`src/rtl/key_repeater.sv`:
```
// key_repeater: edge detector plus hold-to-repeat step generator.
// Optional auto-repeat: define KEY_REPEATER_AUTOREPEAT_EN.
module key_repeater #(
    parameter int HOLD_CYCLES   = 50_000_000,
    parameter int REPEAT_CYCLES = 10_000_000
) (
    input  logic clk,
    input  logic rst_a_p,
    input  logic btn_in,
    output logic press_pulse,
    output logic release_pulse,
    output logic step_pulse,
    output logic held
);

    // Reject timing parameters too short for the counter scheme.
    if (HOLD_CYCLES < 2 || REPEAT_CYCLES < 2) begin : g_bad_param
        $error("key_repeater: HOLD_CYCLES and REPEAT_CYCLES must be >= 2");
    end

    logic btn_q;
    logic press_q;
    logic release_q;
    logic step_q;
    logic press;

    assign press = btn_in & ~btn_q;

    assign press_pulse   = press_q;
    assign release_pulse = release_q;
    assign step_pulse    = step_q;

`ifdef KEY_REPEATER_AUTOREPEAT_EN

    localparam int MAXC = (HOLD_CYCLES > REPEAT_CYCLES) ? HOLD_CYCLES
                                                        : REPEAT_CYCLES;
    localparam int CW = $clog2(MAXC);
    localparam logic [CW-1:0] HOLD_LAST = CW'(HOLD_CYCLES - 1);
    localparam logic [CW-1:0] REP_LAST  = CW'(REPEAT_CYCLES - 1);

    typedef enum logic [1:0] {
        IDLE,
        PRESSED,
        REPEAT
    } state_t;

    state_t        state_q;
    logic [CW-1:0] cnt_q;
    logic          held_q;

    assign held = held_q;

    // Press/hold/repeat sequencer; every output is a register.
    always_ff @(posedge clk) begin
        if (rst_a_p) begin
            state_q   <= IDLE;
            cnt_q     <= '0;
            btn_q     <= 1'b0;
            press_q   <= 1'b0;
            release_q <= 1'b0;
            step_q    <= 1'b0;
            held_q    <= 1'b0;
        end else begin
            btn_q     <= btn_in;
            press_q   <= 1'b0;
            release_q <= 1'b0;
            step_q    <= 1'b0;
            unique case (state_q)
                IDLE: begin
                    cnt_q <= '0;
                    if (press) begin
                        press_q <= 1'b1;
                        step_q  <= 1'b1;
                        state_q <= PRESSED;
                    end
                end
                PRESSED: begin
                    // Release beats a simultaneous terminal count.
                    if (!btn_in) begin
                        release_q <= 1'b1;
                        state_q   <= IDLE;
                        cnt_q     <= '0;
                        held_q    <= 1'b0;
                    end else if (cnt_q == HOLD_LAST) begin
                        step_q  <= 1'b1;
                        state_q <= REPEAT;
                        cnt_q   <= '0;
                        held_q  <= 1'b1;
                    end else begin
                        cnt_q <= cnt_q + 1'b1;
                    end
                end
                REPEAT: begin
                    if (!btn_in) begin
                        release_q <= 1'b1;
                        state_q   <= IDLE;
                        cnt_q     <= '0;
                        held_q    <= 1'b0;
                    end else if (cnt_q == REP_LAST) begin
                        step_q <= 1'b1;
                        cnt_q  <= '0;
                    end else begin
                        cnt_q <= cnt_q + 1'b1;
                    end
                end
                default: begin
                    state_q <= IDLE;
                    cnt_q   <= '0;
                    held_q  <= 1'b0;
                end
            endcase
        end
    end

`else

    typedef enum logic {
        IDLE,
        PRESSED
    } state_t;

    state_t state_q;

    assign held = 1'b0;

    // Press/release tracker; one step per press, no repeat.
    always_ff @(posedge clk) begin
        if (rst_a_p) begin
            state_q   <= IDLE;
            btn_q     <= 1'b0;
            press_q   <= 1'b0;
            release_q <= 1'b0;
            step_q    <= 1'b0;
        end else begin
            btn_q     <= btn_in;
            press_q   <= 1'b0;
            release_q <= 1'b0;
            step_q    <= 1'b0;
            unique case (state_q)
                IDLE: begin
                    if (press) begin
                        press_q <= 1'b1;
                        step_q  <= 1'b1;
                        state_q <= PRESSED;
                    end
                end
                PRESSED: begin
                    if (!btn_in) begin
                        release_q <= 1'b1;
                        state_q   <= IDLE;
                    end
                end
                default: state_q <= IDLE;
            endcase
        end
    end

`endif

endmodule

```
`config.mk`:
```
export PLATFORM = sky130hd
export DESIGN_NAME = key_repeater
export DESIGN_NICKNAME = d
export VERILOG_FILES = /design/src/rtl/key_repeater.sv
export SDC_FILE = /design/constraint.sdc
export NUM_CORES = 1
export LEC_CHECK = 0
export ABC_AREA = 1
export BUFFER_PORTS_ARGS = -buffer_cell sky130_fd_sc_hd__clkbuf_2
export CAP_MARGIN = 10
export CORE_AREA = 2 2 39 41
export CTS_BUF_LIST = sky130_fd_sc_hd__clkbuf_2 sky130_fd_sc_hd__clkbuf_4 sky130_fd_sc_hd__clkbuf_8
export CTS_CLUSTER_SIZE = 10
export DETAILED_ROUTE_END_ITERATION = 8
export DIE_AREA = 0 0 41 43
export PLACE_DENSITY = 0.37
export SLEW_MARGIN = 20
export SYNTH_ARGS = -nofsm -noshare
export SYNTH_HDL_FRONTEND = slang
export SYNTH_SLANG_ARGS = --single-unit
```
`constraint.sdc`:
```
create_clock -name clk -period 1.6 [get_ports clk]
set_input_delay 0.16 -clock clk [delete_from_list [all_inputs] [get_ports clk]]
set_output_delay 0.16 -clock clk [all_outputs]
set_load 0.02 [all_outputs]
```
==> results of run 1 <==
-- power groups by stage --
stage / combinational [mW] / clock (mW) / sequential [mW]
global placement: 0.0202 / 0 / 0.108
CTS: 0.0202 / 0.134 / 0.107
finish: 0.0200 / 0.126 / 0.107
floorplan: 0.0138 / 0 / 0.111
global route: 0.0226 / 0.141 / 0.107
detailed placement: 0.0201 / 0 / 0.108
-- synthesized netlist by cell type (all sizes together) --
master  number  area (um^2)
dfxtp        4         80.1
inv          4         15.0
nor3         1         5.00
nor2         3         11.3
conb         1         3.75
buf          2         15.0
nand2        2         10.0
-- layout make-up --
cell class                      instances  area, um^2  area share (%)
Multi-Input combinational cell          7        30.0            15.6
Timing Repair Buffer                    5        25.0            13.0
Clock buffer                            3        22.5            11.7
Sequential cell                         4        80.1            41.6
Tap cell                               16        20.0            10.4
Inverter                                4        15.0            7.79
-- registers in the layout (all words and copies together), names as in the netlist --
signal / flops
step_pulse: 1
state_q: 1
btn_q: 1
release_pulse: 1
-- path summary, 6_finish.rpt --
kind	startpoint	endpoint	slack (ns)	cells past startpoint
setup reg to reg	btn_q	state_q	1.03	3
hold / removal	rst_a_p	release_pulse	0.1	2
setup / recovery	step_pulse	step_pulse	0.72	1
hold reg to reg	state_q	release_pulse	0.45	2
-- cells by family after synthesis --
kind of cell	after synthesis	share of synthesized area (%)
AND/OR/NAND/NOR	6	18.7
buffers and inverters	6	21.4
flip-flops	4	57.1
other	1	2.68
-- per-layer routing --
metal | vias to the layer above | part of all wire, % | global-route usage [%]
li1 | 56 | - | -
met1 | 39 | 41 | 3.85
met2 | 11 | 29 | 2.19
met3 | 0 | 30 | 9.42
met4 | 0 | 0 | 4.00
met5 | - | 0 | 0
-- metrics by stage --
step	setup WS [ns]	utilization (%)	power [mW]	cells
6_report	0.719	13.9	0.253	39
5_1_grt	0.686	13.9	0.271	39
4_1_cts	0.708	13.9	0.261	39
3_5_place_dp	0.966	12.3	0.128	36
3_3_place_gp	0.978	12.3	0.128	36
2_1_floorplan	0.845	-	0.124	17
-- worst reg2reg max path: cells and delay by family (launching register included) --
family | cells | cell delay (ns)
buf+inv | 1 | 0.04
flops | 1 | 0.29
simple gates | 2 | 0.12
-- layout by cell type (no fill, tap or decap) --
cell type                  count
sky130_fd_sc_hd__nor3_1        1
sky130_fd_sc_hd__nor2_1        3
sky130_fd_sc_hd__conb_1        1
sky130_fd_sc_hd__clkbuf_4      3
sky130_fd_sc_hd__nand2_1       1
sky130_fd_sc_hd__clkbuf_2      5
sky130_fd_sc_hd__dfxtp_1       4
sky130_fd_sc_hd__nand2_2       1
sky130_fd_sc_hd__inv_1         4
==> results.rst, run 1 <==
.. list-table::
   :header-rows: 1

   * - Metric
     - Value
   * - Switching Power
     - 57.2 uW
   * - Worst setup EP type
     - primary output
   * - Post-synthesis average cell area
     - 8.24 um^2
   * - Data arrival, critical path
     - 0.72 ns
   * - Net Sw Frac
     - 22.6%
   * - Port Buffers
     - 5
   * - Number of H-tree levels
     - 1
   * - Synthesis Warnings
     - 0
   * - Required @ worst endpoint
     - 1.44 ns
   * - Wire length after detailed routing
     - 235 um
   * - Resize count post-CTS
     - 0
   * - Number of global-route vias before repair
     - 86
   * - Synth Register Bits
     - 4
   * - Final weighted congestion of routability-driven global placement
     - 0.569
   * - Fmax
     - 1140 MHz
   * - Combinational power share
     - 7.9%
   * - Pin count of the biggest net entering global routing
     - 4
   * - Result of the run
     - completed
   * - Sum of negative setup slack
     - 0 ns
   * - Critical path class
     - reg2out
   * - First-pass GRT wire length
     - 351 um
   * - Buffers and inverters on the worst path
     - 1
   * - Design area
     - 193 um^2
   * - Number of placement rows
     - 14
   * - Area grow syn2layout
     - 37.5%
   * - Post-Syn Area
     - 140 um^2
   * - Max Fanout on Critical Path
     - 2
   * - Sequential area share after synthesis
     - 57.1%
   * - Hold Path Class
     - in2reg
   * - Total power density per cell area
     - 1310 nW/um^2
   * - Buffers inserted by post-CTS timing repair
     - 0
   * - Pint
     - 196 uW
   * - Cell area after placement
     - 170 um^2
   * - Final Hold Fails
     - 0
   * - Net count reported at finish
     - 28
   * - Number of buffers inserted during clock tree synthesis
     - 3
   * - Number of buffers inserted by hold repair at cts
     - 0
   * - Reg power frac
     - 42.2%
   * - Total Die Area
     - 1760 um^2
   * - Cell with the largest stage delay on the worst path
     - sky130_fd_sc_hd__dfxtp_1
   * - Setup violators final
     - 0
   * - CTS tree
     - yes
   * - Number of filler cells placed in the layout
     - 149
   * - Slew Viols, Final
     - 0
   * - Clk sink count
     - 4
   * - Highest cell delay on the worst timing path
     - 0.32 ns
   * - Kind of cell adding the most delay to the critical path
     - flip-flops
   * - Antenna violations before repair
     - 0
   * - Worst hold slack
     - 0.0990 ns
   * - Crit path time final
     - 0.881 ns
   * - Starting DRC count in detailed routing
     - 0
   * - Clock root buffer master
     - sky130_fd_sc_hd__clkbuf_4
   * - Starting Density
     - 10.1%
   * - Max-capacitance violation count
     - 0
   * - Net count after synthesis
     - 20
   * - Die boundary height
     - 43 um
   * - Clock skew after layout
     - 0.00256 ns
   * - Share of final-layout standard cells stronger than drive strength 1
     - 39.1%
   * - Cell-by-cell trace of the critical path
     - clkbuf_2
   * - Clock-pin slew on the worst setup and hold paths
     - 0.04 ns
   * - Count of unresolved DRC violations after routing
     - 0
   * - Syn Inst Count
     - 17
   * - Post-DR wirelength/cell
     - 6.03 um
   * - Clock power share
     - 49.9%
   * - Vias after detailed routing
     - 106
   * - Crit path launch type
     - flip-flop
   * - Placeable core region
     - 1380 um^2
   * - Diode count
     - 0
   * - Buffer depth of the longest clock path
     - 2
   * - Static leakage
     - 0.105 nW
   * - Remaining number of nets flagged by the antenna check after routing
     - 0
   * - Horizontal die dimension
     - 41 um
   * - Number of detailed-routing iterations run before antenna repair
     - 1
   * - Cell variety after synth
     - 8
   * - Io pins
     - 7
   * - Portion of the clock cycle consumed by the worst path in the final layout
     - 55.1%
   * - RSZ-0062 raised after global routing
     - false
   * - All-layer global routing usage
     - 4.31%
   * - Overflow left after global routing
     - 0
   * - Via density per instance
     - 2.72
   * - Worst-skew pair later-pin latency
     - 0.24 ns
   * - Worst vdd rail ir drop
     - 0.407 mV
(Power assumes the default switching activity.)
==> inputs of run 2 (changes only) <==
==> constraint.sdc (replaced) <==
create_clock -name clk -period 0.9 [get_ports clk]
set_input_delay 0.09 -clock clk [delete_from_list [all_inputs] [get_ports clk]]
set_output_delay 0.09 -clock clk [all_outputs]
set_load 0.02 [all_outputs]
==> run 2 against run 1 <==
Clock skew shrank 0.0017 ns. Clock power grew 73%. Sequential power grew 78%. Sequential cell count unchanged. Critical path depth unchanged. Largest cell class unchanged. Combinational power grew 76%. Die area unchanged. Count of clock-buffer cells in the layout did not move. Final area unchanged. Core utilization stayed put. Highest routed layer unchanged. Largest power group unchanged. Worst hold slack got worse by 0.055 ns. Cell count stayed put.
==> results.rst, run 2 (synthesized netlist as in run 1, its figures left out) <==
.. list-table::
   :header-rows: 1

   * - Metric
     - Value
   * - Kind of cell adding the most delay to the critical path
     - flip-flops
   * - Worst vdd rail ir drop
     - 0.804 mV
   * - Max Fanout on Critical Path
     - 2
   * - Net count reported at finish
     - 28
   * - Total power density per cell area
     - 2300 nW/um^2
   * - Buffer depth of the longest clock path
     - 2
   * - All-layer global routing usage
     - 3.72%
   * - Sequential standard cell area
     - 80.1 um^2
   * - Clock root buffer master
     - sky130_fd_sc_hd__clkbuf_4
   * - Crit path time final
     - 0.809 ns
   * - Crit path launch type
     - flip-flop
   * - Max-capacitance violation count
     - 0
   * - Slew Viols, Final
     - 0
   * - Port Buffers
     - 5
   * - CTS tree
     - yes
   * - Placeable core region
     - 1380 um^2
   * - Number of H-tree levels
     - 1
   * - First-pass GRT wire length
     - 310 um
   * - Buffers inserted by post-CTS timing repair
     - 0
   * - Worst-skew pair later-pin latency
     - 0.23 ns
   * - Number of filler cells placed in the layout
     - 156
   * - Final Hold Fails
     - 0
   * - Buffers and inverters on the worst path
     - 1
   * - Number of detailed-routing iterations run before antenna repair
     - 5
   * - Area grow syn2layout
     - 37.5%
   * - Final weighted congestion of routability-driven global placement
     - 0.573
   * - Crit Reg-Reg Endpoint
     - release_pulse
   * - Cell with the largest stage delay on the worst path
     - sky130_fd_sc_hd__dfxtp_1
   * - Worst hold slack
     - 0.0440 ns
   * - Post-DR wirelength/cell
     - 5.56 um
   * - Die boundary height
     - 43 um
   * - Reg2Reg Setup Slack
     - 0.33 ns
   * - Overflow left after global routing
     - 0
   * - Highest cell delay on the worst timing path
     - 0.32 ns
   * - Worst reg2reg startpoint
     - state_q
   * - Register-to-Register Path Depth
     - 2
   * - Number of placement rows
     - 14
   * - Number of global-route vias before repair
     - 87
   * - Resize count post-CTS
     - 0
   * - Commonest non-fill, non-tap cells in the layout
     - sky130_fd_sc_hd__clkbuf_2, sky130_fd_sc_hd__inv_1, sky130_fd_sc_hd__dfxtp_1, sky130_fd_sc_hd__nor2_1, sky130_fd_sc_hd__clkbuf_4
   * - Count of unresolved DRC violations after routing
     - 0
   * - Via density per instance
     - 2.74
   * - Data arrival, critical path
     - 0.72 ns
   * - Sum of negative setup slack
     - 0 ns
   * - Share of final-layout standard cells stronger than drive strength 1
     - 39.1%
   * - Critical path class
     - reg2out
   * - Io pins
     - 7
   * - Clk sink count
     - 4
   * - Hold Crit Depth
     - 2
   * - Number of buffers inserted by hold repair at cts
     - 0
   * - Wire length after detailed routing
     - 217 um
   * - Final core area utilization
     - 13.9%
   * - Setup violators final
     - 0
   * - Required @ worst endpoint
     - 0.81 ns
   * - Worst min-delay path startpoint
     - rst_a_p
   * - Clock skew after layout
     - 0.000886 ns
   * - Number of buffers inserted during clock tree synthesis
     - 3
   * - Total Die Area
     - 1760 um^2
   * - Hold Path Class
     - in2reg
   * - Diode count
     - 0
   * - Fmax
     - 1240 MHz
   * - Clock-pin slew on the worst setup and hold paths
     - 0.04 ns
   * - Pin count of the biggest net entering global routing
     - 4
   * - Portion of the clock cycle consumed by the worst path in the final layout
     - 89.9%
   * - RSZ-0062 raised after global routing
     - false
   * - Horizontal die dimension
     - 41 um
   * - Worst-case hold path end point
     - release_pulse
   * - Multi-input combinational cell area
     - 30.0 um^2
   * - Antenna violations before repair
     - 0
   * - Worst setup EP type
     - primary output
   * - Result of the run
     - completed
   * - Vias after detailed routing
     - 107
   * - Starting DRC count in detailed routing
     - 3
   * - Static leakage
     - 0.105 nW
   * - Remaining number of nets flagged by the antenna check after routing
     - 0
   * - Cell-by-cell trace of the critical path
     - clkbuf_2
   * - Most common cell after layout, fill and taps aside
     - sky130_fd_sc_hd__clkbuf_2
   * - Starting Density
     - 10.1%
run 2: cell counts in the layout (fill, tap and decap cells not counted):
Identical to the previous run, type by type.
run 2: area by class of cell:
| type | instances | area share, % |
|---|---|---|
| sequential | 4 | 41.6 |
| multi-input combinational | 7 | 15.6 |
| timing repair buffer | 5 | 13.0 |
| clock buffer | 3 | 11.7 |
| tap | 16 | 10.4 |
| inverter | 4 | 7.79 |
run 2: metrics by stage:
step,area [um^2],cells,worst slack [ns],power (mW)
floorplan,140,17,0.215,0.221
global placement,170,36,0.330,0.228
detailed placement,170,36,0.336,0.228
CTS,193,39,0.0824,0.457
global route,193,39,0.0588,0.476
finish,193,39,0.0912,0.443
run 2: how the worst max path moves through the flow:
stage	startpoint	endpoint	slack, ns	cells after the start
floorplan	step_pulse	step_pulse	0.22	1
finish	step_pulse	step_pulse	0.09	1
global placement	btn_q	state_q	0.33	3
global route	step_pulse	step_pulse	0.06	1
detailed placement	step_pulse	step_pulse	0.34	1
CTS	step_pulse	step_pulse	0.08	1
run 2: report_power, final:
| group | switching [mW] | internal (mW) | leakage, nW | total (mW) |
|---|---|---|---|---|
| Clock | 0.0688 | 0.149 | 0.0138 | 0.218 |
| Combinational | 0.0235 | 0.0117 | 0.0583 | 0.0352 |
| Sequential | 0.00307 | 0.187 | 0.0330 | 0.190 |
| Total | 0.0954 | 0.347 | 0.105 | 0.443 |
run 2: layer usage:
layer | global-route usage (%) | vias to the layer above | part of all wire (%)
met5 | 0 | - | 0
li1 | - | 56 | -
met4 | 0 | 0 | 0
met3 | 9.42 | 0 | 25
met1 | 3.55 | 42 | 55
met2 | 2.50 | 9 | 20
